## src/rtl/debounce_if.sv

```systemverilog
// Debounce controller bus: synchronized button levels in, debounced level
// and press/release event pulses out, one bit per channel.
interface debounce_if #(
  parameter int N_BTN = 4
);
  logic [N_BTN-1:0] sync_btn;
  logic [N_BTN-1:0] btn_level;
  logic [N_BTN-1:0] btn_press;
  logic [N_BTN-1:0] btn_release;

  modport master (
    output sync_btn,
    input  btn_level,
    input  btn_press,
    input  btn_release
  );

  modport slave (
    input  sync_btn,
    output btn_level,
    output btn_press,
    output btn_release
  );
endinterface

```

## src/rtl/debounce_ctrl.sv

```systemverilog
// Multi-channel button debouncer. Each channel is an independent
// IDLE/ARM/HELD/REL machine with its own stability counter. It has
// registered level, press and release outputs, and an optional
// auto-repeat of the press pulse while the button is held.
module debounce_ctrl #(
  parameter int N_BTN         = 4,
  parameter int DEBNC_CYCLES  = 4,
  parameter int REPEAT_CYCLES = 0
) (
  input  logic      clk,
  input  logic      rst_n,
  debounce_if.slave bus
);

  localparam int            CW       = $clog2(DEBNC_CYCLES + 1);
  localparam logic [CW-1:0] DEB_TC   = CW'(DEBNC_CYCLES);
  localparam logic [CW-1:0] DEB_LAST = CW'(DEBNC_CYCLES - 1);

  typedef enum logic [1:0] {
    S_IDLE = 2'd0,
    S_ARM  = 2'd1,
    S_HELD = 2'd2,
    S_REL  = 2'd3
  } state_t;

  // Stability counter increment. It stops at the terminal count and never wraps.
  function automatic logic [CW-1:0] deb_inc(input logic [CW-1:0] c);
    return (c >= DEB_TC) ? DEB_TC : c + CW'(1);
  endfunction

  for (genvar i = 0; i < N_BTN; i++) begin : g_ch
    state_t        state, state_nxt;
    logic [CW-1:0] cnt, cnt_nxt;
    logic          level_q, press_q, release_q;
    logic          level_nxt, press_nxt, release_nxt;
    logic          btn;
    logic          rpt_hit;

    assign btn = bus.sync_btn[i];

    // Channel state, stability counter and registered outputs
    always_ff @(posedge clk or negedge rst_n) begin
      if (!rst_n) begin
        state     <= S_IDLE;
        cnt       <= '0;
        level_q   <= 1'b0;
        press_q   <= 1'b0;
        release_q <= 1'b0;
      end else begin
        state     <= state_nxt;
        cnt       <= cnt_nxt;
        level_q   <= level_nxt;
        press_q   <= press_nxt;
        release_q <= release_nxt;
      end
    end

    // Next-state logic. The edge that would bring the counter to
    // DEBNC_CYCLES is the accepting edge, so the counter only holds
    // values 0..DEBNC_CYCLES-1.
    always_comb begin
      state_nxt   = state;
      cnt_nxt     = cnt;
      level_nxt   = level_q;
      press_nxt   = 1'b0;
      release_nxt = 1'b0;
      case (state)
        S_IDLE: begin
          if (btn) begin
            state_nxt = S_ARM;
            cnt_nxt   = '0;
          end
        end
        S_ARM: begin
          if (!btn) begin
            state_nxt = S_IDLE;
            cnt_nxt   = '0;
          end else if (cnt == DEB_LAST) begin
            state_nxt = S_HELD;
            cnt_nxt   = '0;
            level_nxt = 1'b1;
            press_nxt = 1'b1;
          end else begin
            cnt_nxt = deb_inc(cnt);
          end
        end
        S_HELD: begin
          if (!btn) begin
            state_nxt = S_REL;
            cnt_nxt   = '0;
          end else if (rpt_hit) begin
            press_nxt = 1'b1;
          end
        end
        S_REL: begin
          if (btn) begin
            state_nxt = S_HELD;
            cnt_nxt   = '0;
          end else if (cnt == DEB_LAST) begin
            state_nxt   = S_IDLE;
            cnt_nxt     = '0;
            level_nxt   = 1'b0;
            release_nxt = 1'b1;
          end else begin
            cnt_nxt = deb_inc(cnt);
          end
        end
        default: begin
          state_nxt = S_IDLE;
          cnt_nxt   = '0;
        end
      endcase
    end

    if (REPEAT_CYCLES > 0) begin : g_rpt
      localparam int            RW       = $clog2(REPEAT_CYCLES + 1);
      localparam logic [RW-1:0] RPT_LAST = RW'(REPEAT_CYCLES - 1);

      logic [RW-1:0] rpt;
      logic          rpt_run;
      logic          rpt_clr;

      // The counter advances only on held-and-still-pressed cycles. It is
      // frozen through REL, and it is zeroed in ARM (entry to HELD) and on
      // any move to IDLE.
      assign rpt_run = (state == S_HELD) && btn;
      assign rpt_clr = (state == S_ARM) || (state_nxt == S_IDLE);
      assign rpt_hit = rpt_run && (rpt == RPT_LAST);

      // Auto-repeat period counter
      always_ff @(posedge clk or negedge rst_n) begin
        if (!rst_n) begin
          rpt <= '0;
        end else if (rpt_clr) begin
          rpt <= '0;
        end else if (rpt_run) begin
          rpt <= (rpt == RPT_LAST) ? '0 : rpt + RW'(1);
        end
      end
    end else begin : g_no_rpt
      assign rpt_hit = 1'b0;
    end

    assign bus.btn_level[i]   = level_q;
    assign bus.btn_press[i]   = press_q;
    assign bus.btn_release[i] = release_q;
  end

endmodule
```

## src/flat_wrapper.sv

```systemverilog
// flat-port wrapper written by rule: the top's interface ports become plain ports
module debounce_ctrl_flat 
#(
  parameter int N_BTN         = 4,
  parameter int DEBNC_CYCLES  = 4,
  parameter int REPEAT_CYCLES = 0
)
  (clk, rst_n, bus_sync_btn, bus_btn_level, bus_btn_press, bus_btn_release);
  debounce_if #(.N_BTN(N_BTN)) bus_i ();
  input  logic clk;
  input  logic rst_n;
  input wire logic [$bits(bus_i.sync_btn)-1:0] bus_sync_btn;
  output wire logic [$bits(bus_i.btn_level)-1:0] bus_btn_level;
  output wire logic [$bits(bus_i.btn_press)-1:0] bus_btn_press;
  output wire logic [$bits(bus_i.btn_release)-1:0] bus_btn_release;
  assign bus_i.sync_btn = bus_sync_btn;
  assign bus_btn_level = bus_i.btn_level;
  assign bus_btn_press = bus_i.btn_press;
  assign bus_btn_release = bus_i.btn_release;
  debounce_ctrl #(.N_BTN(N_BTN), .DEBNC_CYCLES(DEBNC_CYCLES), .REPEAT_CYCLES(REPEAT_CYCLES)) u_core (.clk(clk), .rst_n(rst_n), .bus(bus_i));
endmodule
```

## config.mk

```make
export PLATFORM = sky130hd
export DESIGN_NAME = debounce_ctrl_flat
export DESIGN_NICKNAME = d
export VERILOG_FILES = /design/src/rtl/debounce_if.sv /design/src/rtl/debounce_ctrl.sv /design/src/flat_wrapper.sv
export SDC_FILE = /design/constraint.sdc
export NUM_CORES = 1
export LEC_CHECK = 0
export ABC_CLOCK_PERIOD_IN_PS = 1500
export BUFFER_PORTS_ARGS = -buffer_cell sky130_fd_sc_hd__buf_2
export CAP_MARGIN = 20
export CORE_MARGIN = 4
export CORE_UTILIZATION = 56
export CTS_CLUSTER_SIZE = 24
export DETAILED_ROUTE_END_ITERATION = 8
export HOLD_SLACK_MARGIN = 0.02
export PLACE_DENSITY = 0.86
export SYNTH_ARGS = -nofsm -noshare
export SYNTH_HDL_FRONTEND = slang
export SYNTH_SLANG_ARGS = --single-unit
```

## constraint.sdc

```tcl
create_clock -name clk -period 1.5 [get_ports clk]
set_input_delay 0.075 -clock clk [delete_from_list [all_inputs] [get_ports clk]]
set_output_delay 0.075 -clock clk [all_outputs]
set_load 0.005 [all_outputs]
```

Word-level counts from Yosys, hierarchy flattened
Cells that the tools add are included.
Cells by class
  add/sub/neg operators: 4
  order comparisons: 4
  equal/unequal tests: 48
  mux-type cells: 96
  reductions and logical operators: 20
Operator list (count)
  $mux W3: 24
  $mux W2: 24
  $pmux W3 S4: 4
  $mux W1: 36
  $ne A2 B2 Y1 const B: 16
  $pmux W2 S4: 4
  $ne A3 B2 Y1 const B: 8
  $reduce_and A5 Y1: 4
  $eq A2 B2 Y1 const B: 8
  $ne A2 B1 Y1 const B: 8
  $reduce_and A4 Y1: 4
  $add A3 B1 Y3 const B: 4
  $eq A3 B2 Y1 const B: 4
  $ge A3 B3 Y1 const B: 4
  $eq A2 B1 Y1 const B: 4
  $logic_not A2 Y1: 4
  $pmux W1 S2: 4
  $reduce_and A2 Y1: 4
  $reduce_bool A2 Y1: 4
Storage, ports and cells
  register bits after elaboration: 32

Logic depth before layout (Yosys ltp)
Gate-level depths: netlist (run 1).
  word-level depth: 5
  depth in mapped cells: 4

Worst setup path after synthesis (run 1)
Ideal clock, no wire load.
  kind: register to register
  start point: reg u_core.g_ch[0].cnt[0]
  end point: reg u_core.g_ch[0].level_q
  setup time: 0.121 ns
  data arrival time: 1.039 ns
  required time: 1.379 ns
  path slack: 0.340 ns
  stages on the path, launching flop included: 5
  path buffers: 0
  cell sequence: dfrtp_1 > ha_1 > and3b_1 > nand2_1 > a22o_1
On the way
  cells in the longest elaborated chain, start to end: 3
  elaborated cells between the ends (all ways): 4
RTL lines
  start: declaration: line debounce_ctrl.sv:33  | logic [CW-1:0] cnt, cnt_nxt;
  start signal: assignment: line debounce_ctrl.sv:51  | cnt <= cnt_nxt;
  $eq A3 B2 Y1 (*): line debounce_ctrl.sv:78, debounce_ctrl.sv:99
  $ne A2 B1 Y1 (no line)
  $reduce_and A5 Y1 (no line) (*)
  end signal: assignment: line debounce_ctrl.sv:52  | level_q <= level_nxt;
  end: declaration: line debounce_ctrl.sv:34  | logic level_q, press_q, release_q;
Every way passes the cells marked *; elsewhere a longest branch is shown, timed or not.
A chain may end at the register's enable or synchronous reset.

Worst setup path in the final report (run 1)
Same ends and word-level chain as after synthesis.

==> impl_metrics.json, run 1 <==
{
  "yosys_register_bits": 32,
  "gr-total-overflow": 0,
  "netlist_instances": 139,
  "required_ns": 1.73,
  "crit_arrival_ns": 1.50,
  "cts_made_buffers": 5,
  "clockBufferDepth": 2,
  "grt_pass1_wl_um": 4000,
  "clkLatencyLatePin_ns": 0.33,
  "drc": 0,
  "antenna_found_initial": 0,
  "nets": 169,
  "power.leakage_nw": 0.808,
  "wl_met2_um": 1170,
  "drtIter0Drc": 50,
  "final.period_utilization": 0.844,
  "cpPeakStageDelay_ns": 0.39,
  "grt_pass1_vias": 984,
  "clock-sinks": 32,
  "ios": 18,
  "place_hpwl_um": 1690,
  "grt_use_total": 0.156,
  "synth.avg_cell_area_um2": 10.8,
  "fin_setup_tns_ns": 0,
  "maxSlewViolCount": 0,
  "routed_via_density": 5.23,
  "die_w_um": 59.7,
  "ant_nets": 0,
  "routed_wl_um": 2330,
  "post_cts_buffers": 0,
  "worst_pin_slew_ns": 0.684,
  "diodes": 0,
  "finalSetupViolCount": 0,
  "synth_cell_types": 26,
  "hold_viol": 0,
  "portBuffers": 17,
  "critPathLaunchType": "flop",
  "pre_cts_slack_ns": 0.227,
  "peakVddDrop_mv": 1.09,
  "path_max_fanout": 4,
  "cts_tree": "yes",
  "grt_start_max_net_pins": 33,
  "die-area_um2": 3560,
  "path_clk_slew_ns": 0.10,
  "worst_slack_ns": 0.234,
  "skew_ns": 0.0100,
  "avgRoutedWirePerCell_um": 12.5,
  "status": "completed",
  "hp-class": "in2async",
  "critPathCaptureType": "flop",
  "period_needed_ns": 1.27,
  "firstDrtPassIters": 4,
  "power_density_nw_per_um2": 1580,
  "cpMaxStageDelayCell": "dfrtp_1",
  "final_layout_size_suffix_gt1_frac": 0.166,
  "die_y_um": 59.7,
  "htree_levels": 2,
  "rrSetupSlack_ns": 0.23,
  "worstSetupPathType": "reg2reg",
  "path_cells": "ha_1, and3b_1, nand2_1, a22o_1",
  "ys_warn_count": 0,
  "core_um2": 2520,
  "ys_seq_area_frac": 0.535,
  "rsz0062_at_grt": "no",
  "start_util": 0.593,
  "routabilityCongestion": 0.784,
  "drv_cap": 0,
  "num_rows": 18,
  "cts-root-buf": "clkbuf_4",
  "synth_area_um2": 1500,
  "relSlewSlack": 0.544,
  "top_layer_used": "met4",
  "timing.fmax_mhz": 790,
  "reg2reg_depth": 4,
  "routed-wl-met3_um": 134,
  "drt-met1-wl_um": 988,
  "syn_nets": 152,
  "vias": 978,
  "syn2layout_area_growth_pct": 10.6
}
-- power by group --
part | switching (W) | internal, W | leakage [nW]
logic | 0.000385 | 0.000333 | 0.367
clock network | 0.000281 | 0.000349 | 0.0422
registers | 0.000218 | 0.00105 | 0.399
total | 0.000884 | 0.00174 | 0.808
-- cell type report --
class / instances / area [um^2]
inverter: 9 / 33.8
timing repair buffer: 22 / 135
tap: 30 / 37.5
clock inverter: 2 / 35.0
sequential: 32 / 801
clock buffer: 6 / 41.3
multi-input combinational: 86 / 572
fill: 198 / 867
-- metal layers --
layer,global-route usage,vias to the layer above
met5,0,-
met4,0.0570,0
met3,0.0734,5
met2,0.267,17
met1,0.167,463
li1,-,493
-- cell families after synthesis --
logic type | after synthesis | synth area share
compound gates | 19 | 0.0828
xor+xnor | 8 | 0.0569
fa+ha+maj | 7 | 0.0585
buf+inv | 21 | 0.0828
flops | 32 | 0.535
simple gates | 52 | 0.184
-- what timing repair did --
| item | CTS | global route |
|---|---|---|
| resized for setup | 0 | 0 |
| endpoints found under the hold margin | 39 | 0 |
| setup endpoints to repair | 0 | 0 |
| hold buffers | 5 | 0 |
-- through the flow --
stage | total power [W] | util | hold slack [ns] | std cells | area (um^2)
CTS | 0.00264 | 0.656 | 0.322 | 187 | 1660
global placement | 0.00192 | 0.606 | 0.143 | 174 | 1530
global route | 0.00282 | 0.656 | 0.361 | 187 | 1660
finish | 0.00262 | 0.656 | 0.309 | 187 | 1660
floorplan | 0.00181 | - | -0.221 | 139 | 1500
detailed placement | 0.00199 | 0.606 | 0.158 | 174 | 1530
-- layout by cell type (no fill, tap or decap) --
cell            n
a21oi_1         2
a22o_1          1
a32o_1          2
and2_1          2
and3b_1         4
buf_2          17
bufinv_16       1
clkbuf_1        1
clkbuf_4        5
clkinv_2        1
dfrtp_1        32
dlygate4sd3_1   5
ha_1            7
inv_1           9
nand2_1        18
nand2b_1        2
nand3_1         2
nand3b_1        6
nor2_1          8
nor2b_1         2
nor3_1          3
nor3b_1         3
o211ai_1        1
o21ai_0         6
o21ai_1         2
o21bai_1        1
o22ai_1         2
o41ai_1         2
or3_1           2
xnor2_1         6
xnor2_2         2
-- Yosys cell counts --
cell type,number,area (um^2)
xnor2_2,2,32.5
o21bai_1,1,7.51
inv_1,9,33.8
or3_1,2,12.5
a32o_1,2,20.0
nor3_1,3,15.0
nand3_1,2,10.0
a21oi_1,2,10.0
nand2_1,18,67.6
nor2_1,8,30.0
o41ai_1,2,17.5
dfrtp_1,32,801
o211ai_1,1,7.51
ha_1,7,87.6
nor3b_1,3,22.5
a22o_1,1,8.76
nand3b_1,6,45.0
o21ai_1,2,10.0
o21ai_0,6,30.0
and2_1,2,12.5
buf_4,12,90.1
nand2b_1,2,12.5
o22ai_1,2,12.5
and3b_1,4,35.0
xnor2_1,6,52.6
nor2b_1,2,12.5
-- critical path, delay by kind of cell (launching register included) --
kind,cells,cell delay [ns]
flops,1,0.39
simple gates,2,0.31
fa+ha+maj,1,0.23
compound gates,1,0.23
-- final timing paths --
path                                             from                  endpoint
min in group clk                      bus_sync_btn[2]  u_core.g_ch[2].release_q
worst max-delay path            u_core.g_ch[0].cnt[0]    u_core.g_ch[0].level_q
worst min-delay path                            rst_n     u_core.g_ch[3].cnt[1]
worst min register to register  u_core.g_ch[1].cnt[0]     u_core.g_ch[1].cnt[0]
worst max register to register  u_core.g_ch[0].cnt[0]    u_core.g_ch[0].level_q
max in group asynchronous                       rst_n     u_core.g_ch[1].cnt[1]
(Power assumes the default switching activity.)
==> inputs of run 2 (changes only) <==
- ABC_AREA: not set -> 1
- ABC_CLOCK_PERIOD_IN_PS: 1500 -> 1300
- CORE_UTILIZATION: 56 -> 57
- PLACE_DENSITY: 0.86 -> 0.87
- clock period: 1.5 -> 1.3 ns (I/O delays scaled with it)
==> run 2 against run 1 <==
Compared with the run above: register-to-register slack worse by 0.07 ns; via count is 19% higher; sequential share of layout area is 2.3 points lower; setup slack worse by 0.071 ns; count of clock-buffer cells in the layout is 2 higher; worst hold slack worse by 0.27 ns; cell count is 23% higher; power is 10% higher; first-iteration DRC count is 14% higher; critical path depth is 2 higher; cell area is 5.1% higher; maximum frequency is 11% higher.
==> impl_metrics.json, run 2 <==
{
  "final_cell_mix": "nand2_1 (43), dfrtp_1 (32), inv_1 (26), buf_2 (17), nand4_1 (12)",
  "p_sw_frac": 0.376,
  "synth_edf_count": 0,
  "syn_nets": 196,
  "syn2layout_area_growth_pct": 8.17,
  "path_common_cell": "nand2_1",
  "routed_wl_um": 2630,
  "power.leakage_nw": 0.958,
  "synth.avg_cell_area_um2": 8.79,
  "grt_use_total": 0.181,
  "crit_arrival_ns": 1.41,
  "die_y_um": 61.1,
  "ys_warn_count": 0,
  "status": "completed",
  "cpPeakStageDelay_ns": 0.43,
  "peakVddDrop_mv": 1.16,
  "cts_tree": "yes",
  "path_cells": "ha_1, inv_1, nand2_1, nor2_1, nand3_1, nand2_1",
  "regArea_um2": 801,
  "firstDrtPassIters": 4,
  "post_cts_buffers": 0,
  "ctsResizeCount": 0,
  "hold_viol": 0,
  "synth_top_area_share": 0.498,
  "drtIter0Drc": 57,
  "critPathLaunchType": "flop",
  "ys_seq_area_frac": 0.498,
  "synth_area_leaders": "dfrtp_1 (50%), nand2_1 (10%), inv_1 (6.1%), buf_4 (5.6%), ha_1 (5.4%)",
  "min_path_cells": 3,
  "synthArstFlopShare": 1.00,
  "synth_area_um2": 1610,
  "portBuffers": 17,
  "power_density_nw_per_um2": 1660,
  "hp-class": "in2reg",
  "cts-root-buf": "clkbuf_4",
  "period_needed_ns": 1.14,
  "avgRoutedWirePerCell_um": 11.4,
  "netlist_instances": 183,
  "routabilityCongestion": 0.777,
  "worstSetupPathType": "reg2reg",
  "rsz0062_at_grt": "no",
  "cell_internal_pwr_w": 0.00180,
  "r2r-end": "u_core.g_ch[3].cnt[1]",
  "cpMaxStageDelayCell": "dfrtp_1",
  "start_util": 0.621,
  "hold-path-endpoint": "u_core.g_ch[3].press_q",
  "timing.fmax_mhz": 880,
  "grt_pass1_wl_um": 4820,
  "worst_pin_slew_ns": 0.694,
  "reg2reg_depth": 6,
  "required_ns": 1.58,
  "grt_pass1_vias": 1149,
  "hold_buffers": 4,
  "clkLatencyLatePin_ns": 0.33,
  "final_core_utilization": 0.671,
  "path_max_fanout": 4,
  "grt_start_max_net_pins": 33,
  "min_from": "bus_sync_btn[3]",
  "routed_via_density": 5.05,
  "layout_commonest_cell": "nand2_1",
  "htree_levels": 2,
  "relSlewSlack": 0.538,
  "finalSetupViolCount": 0,
  "synthFlopType": "dfrtp_1",
  "clkPwrFrac": 0.203,
  "die_w_um": 61.1,
  "critPathCaptureType": "flop",
  "rrSetupSlack_ns": 0.16,
  "r2r_start": "u_core.g_ch[3].cnt[0]",
  "netSwitchingPower_w": 0.00109,
  "place_hpwl_um": 1970,
  "core_um2": 2590,
  "gr-total-overflow": 0,
  "ant_nets": 0,
  "multiInputGateArea_um2": 608,
  "clockBufferDepth": 2,
  "yosys_register_bits": 32,
  "drv_cap": 0,
  "clock-sinks": 32,
  "fin_setup_tns_ns": 0,
  "post-synth-top-area-cell": "dfrtp_1",
  "synth.most_common_cell": "nand2_1",
  "sequentialPowerShare": 0.519,
  "cts_made_buffers": 5,
  "synth_commonest_cells": "nand2_1 (43), dfrtp_1 (32), inv_1 (26), buf_4 (12), nand4_1 (12)",
  "nets": 212,
  "path_clk_slew_ns": 0.09,
  "holdWs_ns": 0.0362,
  "antenna_found_initial": 0,
  "synth_cell_types": 19,
  "num_rows": 18,
  "diodes": 0,
  "final.period_utilization": 0.874,
  "drc": 0,
  "die-area_um2": 3730,
  "maxSlewViolCount": 0,
  "final_layout_size_suffix_gt1_frac": 0.220,
  "skew_ns": 0.00432,
  "ios": 18,
  "power_frac_comb": 0.278,
  "vias": 1161,
  "nFillCells": 196
}
[run 2: cell count changes in the layout (fill, tap and decap cells not counted), sizes merged, moves of 3 or more]
cell	change
nand3b	-6
inv	+20
nand3	+7
nand2	+32
and3b	-4
xnor2	-8
nor3b	-3
nand4	+12
and2	+3
nor2	+9
[run 2: through the flow]
step                power, W  cells  worst slack [ns]  area [um^2]
floorplan            0.00211    183             0.278         1610
finish               0.00288    230             0.163         1740
detailed placement   0.00231    218             0.187         1640
CTS                  0.00291    230             0.158         1740
global route         0.00315    230            0.0815         1740
global placement     0.00222    218             0.250         1640
[run 2: cell families (layout without fill, tap and decap cells)]
logic type / after synthesis / after routing / share of synthesized area
AND/OR/NAND/NOR: 94 / 94 / 0.296
buffers and inverters: 41 / 58 / 0.124
flip-flops: 32 / 32 / 0.498
AO/OA/AOI/OAI: 9 / 9 / 0.0280
adder cells (fa/ha/maj): 7 / 7 / 0.0545
[run 2: worst max path at each step]
stage / from / end / slack (ns)
finish: u_core.g_ch[3].cnt[0] / u_core.g_ch[3].cnt[1] / 0.16
global route: u_core.g_ch[3].cnt[0] / u_core.g_ch[3].level_q / 0.08
CTS: u_core.g_ch[3].cnt[0] / u_core.g_ch[3].cnt[1] / 0.16
detailed placement: u_core.g_ch[3].cnt[0] / u_core.g_ch[3].cnt[1] / 0.19
global placement: u_core.g_ch[2].cnt[0] / u_core.g_ch[2].cnt[0] / 0.25
floorplan: u_core.g_ch[2].cnt[0] / u_core.g_ch[2].cnt[0] / 0.28
[run 2: routing by layer]
| metal | vias to the layer above | wire length (um) | global-route usage |
|---|---|---|---|
| met4 | 0 | 51 | 0.0898 |
| met5 | - | 0 | 0 |
| li1 | 595 | - | - |
| met2 | 17 | 1290 | 0.295 |
| met3 | 7 | 132 | 0.0650 |
| met1 | 542 | 1150 | 0.211 |
[run 2: layout make-up]
cell class,count,share of cell area
well taps,30,0.0216
flip-flops and latches,32,0.460
clock buffers,8,0.0338
repair buffers,21,0.0719
inverters,29,0.0626
multi-input cells,110,0.350
[run 2: power groups by stage]
stage | logic, W | registers (W) | clock network (W)
floorplan | 0.000656 | 0.00145 | 0
global placement | 0.000741 | 0.00148 | 0
detailed placement | 0.000795 | 0.00151 | 0
CTS | 0.000811 | 0.00149 | 0.000606
global route | 0.000955 | 0.00154 | 0.000660
finish | 0.000801 | 0.00150 | 0.000587
[run 2: critical path: cells and delay by family (launching register included)]
kind | cells | cell delay [ns]
fa+ha+maj | 1 | 0.26
flops | 1 | 0.43
simple gates | 4 | 0.32
buf+inv | 1 | 0.06
==> inputs of run 3 (changes only) <==
- CORE_UTILIZATION: 57 -> 60
- CTS_BUF_LIST: not set -> sky130_fd_sc_hd__clkbuf_4 sky130_fd_sc_hd__clkbuf_8
- PLACE_DENSITY: 0.87 -> 0.9
==> run 3 against run 2 <==
Compared with the run above: sequential share of layout area shrank 0.36 points; worst hold slack better by 0.017 ns; clock skew grew 0.0015 ns; sequential cell count stayed put; setup slack worse by 0.013 ns; critical path type unchanged.
==> impl_metrics.json, run 3 (synthesized netlist as in run 2, its figures left out) <==
{
  "required_ns": 1.57,
  "place_hpwl_um": 2060,
  "final_cell_mix": "nand2_1 (43), dfrtp_1 (32), inv_1 (26), buf_2 (17), nand4_1 (12)",
  "rsz0062_at_grt": "no",
  "worst_pin_slew_ns": 0.390,
  "core_um2": 2520,
  "grt_pass1_vias": 1155,
  "netSwitchingPower_w": 0.00109,
  "drv_cap": 0,
  "crit_arrival_ns": 1.42,
  "routed_wl_um": 2690,
  "path_clk_slew_ns": 0.09,
  "nFillCells": 195,
  "p_sw_frac": 0.371,
  "cts-root-buf": "clkbuf_4",
  "critPathCaptureType": "flop",
  "peakVddDrop_mv": 1.14,
  "avgRoutedWirePerCell_um": 11.7,
  "path_cells": "ha_1, nor3_1, nand3_1, nand2_1",
  "maxSlewViolCount": 0,
  "cts_tree": "yes",
  "syn2layout_area_growth_pct": 9.03,
  "gr-total-overflow": 0,
  "portBuffers": 17,
  "cpPeakStageDelay_ns": 0.41,
  "finalPower_w": 0.00293,
  "vias": 1164,
  "ant_nets": 0,
  "firstDrtPassIters": 4,
  "path_max_fanout": 3,
  "die-area_um2": 3570,
  "grt_start_max_net_pins": 33,
  "worstSetupPathType": "reg2reg",
  "clkPwrFrac": 0.210,
  "power_density_nw_per_um2": 1670,
  "routed_via_density": 5.06,
  "clkLatencyLatePin_ns": 0.33,
  "cpMaxStageDelayCell": "dfrtp_1",
  "antenna_found_initial": 0,
  "worst_slack_ns": 0.150,
  "num_rows": 18,
  "status": "completed",
  "hold_viol": 0,
  "post_cts_buffers": 0,
  "nets": 213,
  "layout_commonest_cell": "nand2_1",
  "hold_buffers": 3,
  "timing.fmax_mhz": 870,
  "holdWs_ns": 0.0534,
  "htree_levels": 2,
  "period_needed_ns": 1.15,
  "ios": 18,
  "diodes": 0,
  "numPlacedInstances": 219,
  "ctsResizeCount": 0,
  "power.leakage_nw": 0.967,
  "cell_internal_pwr_w": 0.00184,
  "drc": 0,
  "final.period_utilization": 0.885,
  "grt_pass1_wl_um": 4620,
  "drtIter0Drc": 24,
  "pre_cts_slack_ns": 0.153,
  "fin_setup_tns_ns": 0,
  "start_util": 0.637,
  "die_y_um": 59.8,
  "finalSetupViolCount": 0,
  "hp-class": "in2reg",
  "grt_use_total": 0.180,
  "clockBufferDepth": 2,
  "relSlewSlack": 0.740,
  "power_frac_comb": 0.280,
  "cts_made_buffers": 5,
  "skew_ns": 0.00578,
  "stdcell_count": 230,
  "sequentialPowerShare": 0.510,
  "critPathLaunchType": "flop",
  "clock-sinks": 32,
  "final_layout_size_suffix_gt1_frac": 0.230,
  "routabilityCongestion": 0.784,
  "die_w_um": 59.8
}
## run 3: changes by cell type in the layout (fill, tap and decap cells not counted), sizes merged
cell and change:
buf +1, clkbuf -1
## run 3: critical path, delay by kind of cell, from the launching register on
| family | cells | cell delay, ns |
|---|---|---|
| fa+ha+maj | 1 | 0.24 |
| flops | 1 | 0.41 |
| simple gates | 3 | 0.44 |
## run 3: per-stage QoR
| stage | utilization | instance area, um^2 |
|---|---|---|
| floorplan | - | 1610 |
| global placement | 0.653 | 1650 |
| detailed placement | 0.653 | 1650 |
| CTS | 0.691 | 1740 |
| global route | 0.695 | 1750 |
| finish | 0.695 | 1750 |
## run 3: layout make-up
| type | instances | area [um^2] | share of cell area |
|---|---|---|---|
| Inverter | 29 | 109 | 0.0621 |
| Timing Repair Buffer | 22 | 133 | 0.0757 |
| Sequential cell | 32 | 801 | 0.457 |
| Tap cell | 30 | 37.5 | 0.0214 |
| Clock buffer | 7 | 65.1 | 0.0371 |
| Multi-Input combinational cell | 110 | 608 | 0.347 |
## run 3: metal layers
metal / wire (um) / vias up / GRT usage
met1: 1130 / 544 / 0.191
met3: 129 / 5 / 0.0842
met4: 44 / 0 / 0.0759
met2: 1390 / 22 / 0.304
met5: 0 / - / 0
li1: - / 593 / -
## run 3: power groups by stage
| stage | Clock [W] | Sequential, W | Combinational [W] |
|---|---|---|---|
| 4_1_cts | 0.000629 | 0.00149 | 0.000835 |
| 2_1_floorplan | 0 | 0.00145 | 0.000656 |
| 3_3_place_gp | 0 | 0.00148 | 0.000737 |
| 3_5_place_dp | 0 | 0.00151 | 0.000826 |
| 5_1_grt | 0.000685 | 0.00154 | 0.000952 |
| 6_report | 0.000615 | 0.00150 | 0.000821 |
## run 3: final timing paths
kind	startpoint	to	slack (ns)	cells past startpoint
worst max-delay path	u_core.g_ch[2].cnt[0]	u_core.g_ch[2].cnt[1]	0.15	4
worst min-delay path	bus_sync_btn[1]	u_core.g_ch[1].press_q	0.05	3
worst max register to register	u_core.g_ch[2].cnt[0]	u_core.g_ch[2].cnt[1]	0.15	4
worst min register to register	u_core.g_ch[1].cnt[1]	u_core.g_ch[1].cnt[1]	0.50	2
max in group asynchronous	rst_n	u_core.g_ch[2].cnt[1]	0.74	3
min in group asynchronous	rst_n	u_core.g_ch[0].cnt[1]	0.28	3
